[config.mk]
export PLATFORM = sky130hd
export DESIGN_NAME = cfg_uart
export DESIGN_NICKNAME = d
export VERILOG_FILES = /design/src/rtl/cfg_uart.sv
export SDC_FILE = /design/constraint.sdc
export NUM_CORES = 1
export LEC_CHECK = 0
export ABC_AREA = 1
export CAP_MARGIN = 10
export CORE_MARGIN = 1
export CORE_UTILIZATION = 60
export DETAILED_ROUTE_END_ITERATION = 6
export MAX_ROUTING_LAYER = met4
export PLACE_DENSITY = 0.82
export SLEW_MARGIN = 15
export SYNTH_ARGS = -nofsm -noshare
export SYNTH_HDL_FRONTEND = slang
export SYNTH_SLANG_ARGS = --single-unit
[constraint.sdc]
create_clock -name clk -period 7.3 [get_ports clk]
set_input_delay 1.46 -clock clk [delete_from_list [all_inputs] [get_ports clk]]
set_output_delay 1.46 -clock clk [all_outputs]
set_load 0.005 [all_outputs]
[src/rtl/cfg_uart.sv]
// ---------------------------------------------------------------------------
// cfg_uart
//   Configuration UART. Assembles three received bytes into a 24-bit command
//   word, and sends a 16-bit response word back as two bytes (high byte
//   first). The receiver and transmitter run independently (full duplex).
//
//   Parameters
//     BAUD_DIV  clock cycles per UART bit (minimum 8)
//     GAP_BITS  idle bit times allowed between bytes of one command frame
//
//   Ports
//     clk       single clock, rising edge
//     rst       asynchronous, active-high reset
//     RX_C      serial command line in (8N1, idle high)
//     TX_C      serial response line out (8N1, idle high)
//     cmd       last complete 24-bit command (first byte in [23:16])
//     cmd_rdy   one-cycle pulse when cmd is updated
//     resp      response word to transmit
//     snd_rsp   request to transmit resp
//     rsp_busy  high while a response is being transmitted
//     rsp_done  one-cycle pulse when a response transmission finishes
//     frm_err   one-cycle pulse when a bad stop bit is sampled
// ---------------------------------------------------------------------------
module cfg_uart #(
  parameter int BAUD_DIV = 2604,
  parameter int GAP_BITS = 32
) (
  input  logic        clk,
  input  logic        rst,
  input  logic        RX_C,
  output logic        TX_C,
  output logic [23:0] cmd,
  output logic        cmd_rdy,
  input  logic [15:0] resp,
  input  logic        snd_rsp,
  output logic        rsp_busy,
  output logic        rsp_done,
  output logic        frm_err
);

  localparam int CW = $clog2(BAUD_DIV);
  localparam logic [CW-1:0] BIT_LAST  = CW'(BAUD_DIV - 1);
  localparam logic [CW-1:0] HALF_LAST = CW'(BAUD_DIV / 2 - 1);

  localparam int GAP_CYC = GAP_BITS * BAUD_DIV;
  localparam int GW      = $clog2(GAP_CYC + 1);
  localparam logic [GW-1:0] GAP_LAST = GW'(GAP_CYC - 1);

  typedef enum logic [1:0] {RX_IDLE, RX_START, RX_DATA, RX_STOP} rx_state_t;
  typedef enum logic [1:0] {TX_IDLE, TX_START, TX_DATA, TX_STOP} tx_state_t;

  // Receive side
  logic          rx_s1;
  logic          rx_sync;
  logic          rx_prev;
  rx_state_t     rx_state;
  logic [CW-1:0] rx_cnt;
  logic [2:0]    rx_bit;
  logic [7:0]    rx_shift;
  logic [23:0]   asm_reg;
  logic [1:0]    byte_cnt;
  logic [GW-1:0] gap_cnt;

  // Transmit side
  tx_state_t     tx_state;
  logic [CW-1:0] tx_cnt;
  logic [2:0]    tx_bit;
  logic [2:0]    tx_bit_nxt;
  logic          byte_sel;
  logic [15:0]   tx_word;
  logic [7:0]    tx_byte;

  // Two-flop synchronizer on RX_C, plus one more flop holding the previous
  // synchronized value so the receiver can spot a falling edge. All three
  // reset to the idle (high) line level so reset release never looks like
  // a start bit.
  always_ff @(posedge clk or posedge rst) begin
    if (rst) begin
      rx_s1   <= 1'b1;
      rx_sync <= 1'b1;
      rx_prev <= 1'b1;
    end else begin
      rx_s1   <= RX_C;
      rx_sync <= rx_s1;
      rx_prev <= rx_sync;
    end
  end

  // Receiver FSM, byte assembly and inter-byte gap timer. The start bit is
  // re-checked at its middle, after which every sample lands mid-bit. A
  // partial frame is dropped if the line stays idle too long between bytes.
  always_ff @(posedge clk or posedge rst) begin
    if (rst) begin
      rx_state <= RX_IDLE;
      rx_cnt   <= '0;
      rx_bit   <= '0;
      rx_shift <= '0;
      asm_reg  <= '0;
      byte_cnt <= '0;
      gap_cnt  <= '0;
      cmd      <= '0;
      cmd_rdy  <= 1'b0;
      frm_err  <= 1'b0;
    end else begin
      cmd_rdy <= 1'b0;
      frm_err <= 1'b0;
      case (rx_state)
        RX_IDLE: begin
          rx_cnt <= '0;
          rx_bit <= '0;
          if (rx_prev && !rx_sync) begin
            rx_state <= RX_START;
            gap_cnt  <= '0;
          end else if (byte_cnt != 2'd0) begin
            if (gap_cnt == GAP_LAST) begin
              byte_cnt <= '0;
              gap_cnt  <= '0;
            end else begin
              gap_cnt <= gap_cnt + 1'b1;
            end
          end else begin
            gap_cnt <= '0;
          end
        end
        RX_START: begin
          if (rx_cnt == HALF_LAST) begin
            rx_cnt   <= '0;
            // A line already back high at mid start bit was only a glitch
            rx_state <= rx_sync ? RX_IDLE : RX_DATA;
          end else begin
            rx_cnt <= rx_cnt + 1'b1;
          end
        end
        RX_DATA: begin
          if (rx_cnt == BIT_LAST) begin
            rx_cnt   <= '0;
            rx_shift <= {rx_sync, rx_shift[7:1]};
            if (rx_bit == 3'd7) begin
              rx_state <= RX_STOP;
            end else begin
              rx_bit <= rx_bit + 1'b1;
            end
          end else begin
            rx_cnt <= rx_cnt + 1'b1;
          end
        end
        RX_STOP: begin
          if (rx_cnt == BIT_LAST) begin
            rx_cnt   <= '0;
            rx_state <= RX_IDLE;
            if (rx_sync) begin
              asm_reg <= {asm_reg[15:0], rx_shift};
              if (byte_cnt == 2'd2) begin
                cmd      <= {asm_reg[15:0], rx_shift};
                cmd_rdy  <= 1'b1;
                byte_cnt <= '0;
              end else begin
                byte_cnt <= byte_cnt + 1'b1;
              end
            end else begin
              frm_err  <= 1'b1;
              byte_cnt <= '0;
            end
          end else begin
            rx_cnt <= rx_cnt + 1'b1;
          end
        end
        default: rx_state <= RX_IDLE;
      endcase
    end
  end

  // Byte currently on the wire: high byte first, then low byte
  always_comb begin
    tx_byte    = byte_sel ? tx_word[7:0] : tx_word[15:8];
    tx_bit_nxt = tx_bit + 3'd1;
  end

  // Transmitter FSM. TX_C is registered and its next level is chosen at the
  // last cycle of the current bit, so every bit lasts exactly BAUD_DIV
  // cycles and the second start bit follows the first stop bit directly.
  always_ff @(posedge clk or posedge rst) begin
    if (rst) begin
      tx_state <= TX_IDLE;
      tx_cnt   <= '0;
      tx_bit   <= '0;
      byte_sel <= 1'b0;
      tx_word  <= '0;
      TX_C     <= 1'b1;
      rsp_busy <= 1'b0;
      rsp_done <= 1'b0;
    end else begin
      rsp_done <= 1'b0;
      case (tx_state)
        TX_IDLE: begin
          tx_cnt   <= '0;
          tx_bit   <= '0;
          byte_sel <= 1'b0;
          TX_C     <= 1'b1;
          if (snd_rsp) begin
            tx_word  <= resp;
            rsp_busy <= 1'b1;
            TX_C     <= 1'b0;
            tx_state <= TX_START;
          end
        end
        TX_START: begin
          if (tx_cnt == BIT_LAST) begin
            tx_cnt   <= '0;
            tx_bit   <= '0;
            TX_C     <= tx_byte[0];
            tx_state <= TX_DATA;
          end else begin
            tx_cnt <= tx_cnt + 1'b1;
          end
        end
        TX_DATA: begin
          if (tx_cnt == BIT_LAST) begin
            tx_cnt <= '0;
            if (tx_bit == 3'd7) begin
              TX_C     <= 1'b1;
              tx_state <= TX_STOP;
            end else begin
              tx_bit <= tx_bit_nxt;
              TX_C   <= tx_byte[tx_bit_nxt];
            end
          end else begin
            tx_cnt <= tx_cnt + 1'b1;
          end
        end
        TX_STOP: begin
          if (tx_cnt == BIT_LAST) begin
            tx_cnt <= '0;
            if (!byte_sel) begin
              byte_sel <= 1'b1;
              TX_C     <= 1'b0;
              tx_state <= TX_START;
            end else begin
              byte_sel <= 1'b0;
              rsp_busy <= 1'b0;
              rsp_done <= 1'b1;
              tx_state <= TX_IDLE;
            end
          end else begin
            tx_cnt <= tx_cnt + 1'b1;
          end
        end
        default: tx_state <= TX_IDLE;
      endcase
    end
  end

endmodule

Yosys cells after proc, flatten, opt, wreduce, memory -nomap -nowiden
Cells that the tools add are included.

Register bits after elaboration: 126. Input port bits: 20. Word-level logic and storage cells: 144.

Add/subtract/negate cells: 6. Order comparisons: 1. Equality and inequality tests: 30. Muxes and demuxes: 63. Reductions and logical operators: 23.

Operators with widths (number): $mux W17 (3); $mux W12 (3); $pmux W12 S3 (1); $mux W2 (17); $ne A2 B2 Y1 const B (17); $add A12 B1 Y12 const B (2); $eq A12 B12 Y1 const B (2); $pmux W12 S2 (1); $mux W1 (23); $add A17 B1 Y17 const B (1); $eq A17 B17 Y1 const B (1); $pmux W2 S4 (2); $reduce_and A4 Y1 (4); $mux W3 (5); $reduce_and A5 Y1 (3); $eq A12 B11 Y1 const B (1); $eq A2 B2 Y1 const B (5); $pmux W3 S3 (1); $mux W8 (1); $reduce_bool A2 Y1 (4); $add A3 B1 Y3 const B (2); $eq A3 B3 Y1 const B (2); $pmux W3 S2 (1); $reduce_and A2 Y1 (3); 14 further kinds (18).

Longest topological paths before layout
Gate-level depths: netlist (run 1).

Depth in word-level cells: 6. Gate-level depth with buffers: 11. Mapped depth without buffers: 11.

Worst setup path after synthesis (run 1)
Ideal clock, no wire load.

Path kind: input-to-reg. From: in snd_rsp. To: reg tx_word[0]. Setup time: 0.125 ns. Data arrival time: 2.263 ns. Required time: 7.175 ns. Slack: 4.913 ns. Stages: 3. Cell sequence: nand2_1 > buf_1 > mux2_2.

Cells in the longest elaborated chain, start to end: 1.

Ends and longest elaborated chain: from (decl) (RTL line 35) `input logic snd_rsp,`; $reduce_and A2 Y1 (no line); to (signal assigned) (RTL line 201) `tx_word <= resp;`; to (decl) (RTL line 70) `logic [15:0] tx_word;`.

No other way between the ends. A chain may end at the register's enable or synchronous reset.

Worst setup path after layout (run 1)
From: reg TX_C. To: out TX_C.

RTL lines: from (decl) (RTL line 31) `output logic TX_C,`; from (signal assigned) (RTL line 211) `TX_C <= tx_byte[0];`; from (signal assigned) (RTL line 225) `TX_C <= tx_byte[tx_bit_nxt];`.

No word-level cell between the ends.

==> metrics, run 1 <==
FFs w/ async S/R, synth=1.00; post-synthesis compound-gate area fraction=0.100; R2R Setup Slk=4.70 ns; synthesized cell area=6040 µm²; mux cell area share after synthesis=0.0168; Top Family by Delay on Critical Path=flip-flops; Tcrit/Tclk final=0.414; WP depth=1; placed instance area=6590 µm²; number of buffers created by CTS=17; # Max-Cap Violations=0; CTS sink cnt=126; first-pass GRT wire length=20.2 mm; number of synthesized flops with an enable pin=0; fin worst setup slack=4.28 ns; clk_skew=0.00978 ns; vias in the first global route=4556; Slew Viols, Final=0; critical path class=reg -> out; Req. time, crit path=5.84 ns; Final Critical Period=3.02 ns; Antenna diodes=0; Largest Register=cmd; PortBufs=48; Final #Nets=773; initial antenna violation count=0; Reg power frac=0.398; layout cells sized above 1=0.129; Resized cells post-CTS=0; adder-cell share of the synthesized area=0.0269; Critical Path Start Type=flop; Crit path largest cell delay=0.53 ns; die width=102 µm; CTS Buffer Depth=2; Max rail drop VDD=0.148 mV; Yosys reg bits=126; Buf/Inv on CP=1; Synth area leaders=dfrtp_1 (51%), nand2_1 (9.9%), inv_1 (5.2%); max FFs per register=24; Total GRT Usage=0.258; switching share of total power=0.306; Hold Crit Class=reg -> reg; Rel. slew slack=0.417; Design Area, Final=7200 µm²; crit-path max FO=2; wire per inst=13.0 µm; post-DP HPWL=7.92 mm; syn avg cell area=8.79 µm²; Fin. Hold Viols=0; Net Count, Synth=720; core area=9770 µm²; largest net degree at the start of global routing=73; Clock Pin Slew Worst Setup and Hold Paths=0.06 ns; Fmax=331 MHz; remaining global-route overflow=0; DP Cell Count=854; Clock H-tree levels=4; Mapped Cells=687; Antenna Violating Nets Remaining=0; Setup TNS=0 ns; status=complete, no violations; Comb power frac=0.210; Clock Latency Late Sink=0.52 ns; Initial Util=0.618; power per standard cell area=301 nW/µm²; IO Count=49; worst-path cell chain=clkdlybuf4s50_1; Switch Pwr=0.000661 W; clock share of power=0.392; Synth top area share=0.506; top_reg_cell synth=dfrtp_1; RSZ-0062 raised after global routing=no; vias=4656; Non-Filler Instances=886; path depth of the worst reg2reg path=9; Final Wtd Congestion=0.895; Worst Hold Path Cells=0; # hold bufs at CTS=0; pre-CTS worst setup slack=3.98 ns; DIE AREA=10500 µm²; Synth top cells by count=nand2_1 (160), dfrtp_1 (122), inv_1 (84); CTS tree=built; Int Power=0.00150 W; routed vias/inst=5.26; post-CTS setup buffer count=0; CP arrival=1.56 ns; Iteration-0 DRC Markers=197; XOR/XNOR Fraction of Synth Area=0.0174; Pre-antenna DRT Iters=4; CTS Root Cell=clkbuf_8; largest family of logic cells by synthesized area=simple AND/OR/NAND/NOR gates; Synth cell types=44; Leakage=3.27 nW; CP endpoint kind=output pin; # DRC=0; synthesis-to-layout area growth=19.2%; routed wire length=11.6 mm; Simple-Gate Fraction of Synth Area=0.242; most common cell in the synthesized netlist=nand2_1; Setup violations, final=0; Tightest Pin Transition=0.874 ns; Std-Cell Rows=36; most area-hungry cell type in the Yosys netlist=dfrtp_1; slowest CP cell=dfstp_2; register area share after synthesis=0.523; total power draw=0.00216 W; YS warnings=0; Die H=102 µm; Largest regs=cmd: 24 flops, gap_cnt: 17 flops
## final timing paths
| check | from | to |
|---|---|---|
| max | TX_C | TX_C |
| min | rx_s1 | rx_sync |
| max reg2reg | rx_cnt[0] | cmd[17] |
| min reg2reg | rx_s1 | rx_sync |
| max in group asynchronous | rst | tx_bit[1] |
| min in group asynchronous | rst | tx_word[9] |
## placed cells by master, fill, tap and decap left out, drive strengths merged, types with 2 or more instances in the layout
cell / instances
bufinv: 3
xor2: 11
mux2: 9
inv: 90
o22ai: 4
clkinv: 6
o21ai: 72
ha: 13
nand3: 41
dfstp: 4
dfrtp: 122
clkbuf: 20
nand2: 178
nor3b: 3
nor3: 21
clkdlybuf4s50: 48
nand3b: 3
nor2: 56
nand4: 14
a21oi: 19
clkinvlp: 3
a31oi: 2
## metal layers
layer	part of all wire	track usage	up-vias	wire, µm
li1	-	-	2335	-
met1	0.45	0.312	2218	5200
met2	0.50	0.411	85	5830
met3	0.030	0.0609	18	349
met4	0.016	0.118	0	180
met5	0	-	-	0
## power groups by stage
stage                     Combinational, W  Sequential, W  Clock [W]
after global routing              0.000516       0.000873   0.000897
final                             0.000455       0.000860   0.000848
after CTS                         0.000455       0.000859   0.000864
after floorplan                   0.000364       0.000844          0
after detailed placement          0.000449       0.000870          0
after global placement            0.000430       0.000865          0
## area by class of cell
cell class                      count  area (µm²)
Inverter                           90         340
Clock buffer                       20         445
Tap cell                          133         166
Timing Repair Buffer               49         488
Multi-Input combinational cell    456        2440
Fill cell                         716        2580
Sequential cell                   126        3160
Clock inverter                     12         161
## cell families after synthesis
logic type	after synthesis
AND/OR/NAND/NOR	319
flip-flops	126
buffers and inverters	105
AO/OA/AOI/OAI	103
adder cells (fa/ha/maj)	13
XOR/XNOR	12
multiplexers	9
## per-stage QoR
step                      hold slack [ns]   util
after global placement              0.346  0.674
after detailed placement            0.347  0.674
after floorplan                     0.345      -
after global routing                0.361  0.736
final                               0.355  0.736
after CTS                           0.356  0.736
(Power assumes the default switching activity.)
==> run 2, diff against run 1 <==
--- a/config.mk
+++ b/config.mk
@@ -8,10 +8,10 @@
 export ABC_AREA = 1
 export CAP_MARGIN = 10
 export CORE_MARGIN = 1
-export CORE_UTILIZATION = 60
+export CORE_UTILIZATION = 58
 export DETAILED_ROUTE_END_ITERATION = 6
 export MAX_ROUTING_LAYER = met4
-export PLACE_DENSITY = 0.82
+export PLACE_DENSITY = 0.8
 export SLEW_MARGIN = 15
 export SYNTH_ARGS = -nofsm -noshare
 export SYNTH_HDL_FRONTEND = slang
==> constraint.sdc (replaced) <==
create_clock -name clk -period 2.99 [get_ports clk]
set_input_delay 0.598 -clock clk [delete_from_list [all_inputs] [get_ports clk]]
set_output_delay 0.598 -clock clk [all_outputs]
set_load 0.005 [all_outputs]
==> metrics, run 2 (synthesis results as in run 1) <==
core area=9910 µm² (was 9770 µm²); FF-to-FF End=cmd[6] (was cmd[17]); vias in the first global route=4655 (was 4556); Setup TNS=0 ns (unchanged); clk_skew=0.00633 ns (was 0.00978 ns); post-DP HPWL=7.93 mm (was 7.92 mm); routed wire length=12.1 mm (was 11.6 mm); Tcrit/Tclk final=0.715; status=complete, no violations (unchanged); Initial Util=0.609 (was 0.618); Util after Layout=0.726 (was 0.736); die width=104 µm (was 102 µm); CTS tree=built (unchanged); Fmax=468 MHz; CTS Root Cell=clkbuf_8 (unchanged); most common cell after layout, fill and taps aside=nand2_1 (unchanged); Final Critical Period=2.14 ns; post-CTS setup buffer count=0 (unchanged); max FFs per register=24 (unchanged); placed instance area=6630 µm² (was 6590 µm²); Slew Viols, Final=0 (unchanged); Crit path largest cell delay=0.53 ns (about the same); # Max-Cap Violations=0 (unchanged); Clock Latency Late Sink=0.52 ns (about the same); IO Count=49 (unchanged); R2R Setup Slk=0.97 ns (was 4.70 ns); number of buffers created by CTS=17 (unchanged); CP endpoint kind=output pin (unchanged); Antenna diodes=0 (unchanged); commonest non-fill, non-tap cells in the layout=nand2_1 (160), dfrtp_1 (122), inv_1 (83), nor2_1 (51), clkdlybuf4s50_1 (48) (unchanged); Largest regs=cmd: 24 flops, gap_cnt: 17 flops (unchanged); Pre-antenna DRT Iters=5 (was 4); Worst Hold Path Cells=0 (unchanged); critical path class=reg -> out (unchanged); CTS Buffer Depth=2 (unchanged); WP depth=1 (unchanged); CTS sink cnt=126 (unchanged); worst hold path endpoint=rx_sync (unchanged); Req. time, crit path=2.39 ns (was 5.84 ns); Std-Cell Rows=36 (unchanged); worst-path cell chain=clkdlybuf4s50_1 (unchanged); Die H=104 µm (was 102 µm); # DRC=0 (unchanged); Hold Crit Start=rx_s1 (unchanged); path depth of the worst reg2reg path=9 (unchanged); wire per inst=13.7 µm (was 13.0 µm); crit-path max FO=2 (unchanged); Fin. Hold Viols=0 (unchanged); Critical Path Start Type=flop (unchanged); Tightest Pin Transition=0.751 ns (was 0.874 ns); Clock Pin Slew Worst Setup and Hold Paths=0.06 ns (about the same); Clock H-tree levels=4 (unchanged); Final Wtd Congestion=0.903 (was 0.895); Hold Crit Class=reg -> reg (unchanged); routed vias/inst=5.33 (was 5.26); largest net degree at the start of global routing=127 (was 73); PortBufs=48 (unchanged); vias=4737 (was 4656); initial antenna violation count=0 (unchanged); Max rail drop VDD=0.323 mV (was 0.148 mV); Top Family by Delay on Critical Path=flip-flops (unchanged); Iteration-0 DRC Markers=205 (was 197); total power draw=0.00521 W (was 0.00216 W); # hold bufs at CTS=0 (unchanged); Leakage=3.27 nW (about the same); remaining global-route overflow=0 (unchanged); Largest Register=cmd (unchanged); Buf/Inv on CP=1 (unchanged); slowest CP cell=dfstp_2 (unchanged); Total GRT Usage=0.244 (was 0.258); Setup violations, final=0 (unchanged); power per standard cell area=724 nW/µm² (was 301 nW/µm²); Rel. slew slack=0.498 (was 0.417); DIE AREA=10800 µm² (was 10500 µm²); RSZ-0062 raised after global routing=no (unchanged); r2r startpoint=rx_cnt[0] (unchanged); Critical path origin=TX_C (unchanged); layout cells sized above 1=0.131 (was 0.129); Resized cells post-CTS=0 (unchanged); synthesis-to-layout area growth=19.2% (about the same); Antenna Violating Nets Remaining=0 (unchanged); CP arrival=1.54 ns (was 1.56 ns); Final #Nets=776 (was 773); first-pass GRT wire length=20.8 mm (was 20.2 mm); Design Area, Final=7200 µm² (about the same)
run 2: cell types whose count changed in the layout (fill, tap and decap cells not counted), sizes merged:
cell    delta
buf        +3
bufinv     -1
clkinv     +1
run 2: how the worst max path moves through the flow:
| stage | end | slack, ns |
|---|---|---|
| after floorplan | asynchronous set/reset pin | 0.84 |
| after global placement | tx_word[6] | 0.88 |
| after detailed placement | tx_word[9] | 0.83 |
| after CTS | TX_C | 0.82 |
| after global routing | cmd[6] | 0.81 |
| final | TX_C | 0.85 |
run 2: layout make-up:
type | count | area (µm²)
flip-flops and latches | 126 | 3160
clock inverters | 12 | 138
fillers | 707 | 2710
inverters | 90 | 342
well taps | 133 | 166
clock buffers | 20 | 435
multi-input cells | 456 | 2440
repair buffers | 52 | 523
run 2: through the flow:
stage / hold slack, ns / std cells / setup WS (ns)
after floorplan: 0.345 / 687 / 0.842
final: 0.355 / 889 / 0.852
after detailed placement: 0.347 / 857 / 0.829
after global routing: 0.357 / 889 / 0.807
after CTS: 0.356 / 889 / 0.824
after global placement: 0.347 / 857 / 0.880
run 2: metal layers:
layer / global-route usage / share of wire
met5: - / 0
met3: 0.0595 / 0.047
met2: 0.403 / 0.51
met1: 0.298 / 0.43
met4: 0.0694 / 0.013
run 2: power by group:
group | switching [W] | leakage, nW | internal, W | total, W
combinational | 0.000703 | 1.31 | 0.000427 | 0.00113
clock | 0.000760 | 0.276 | 0.00121 | 0.00197
sequential | 0.000175 | 1.69 | 0.00193 | 0.00210
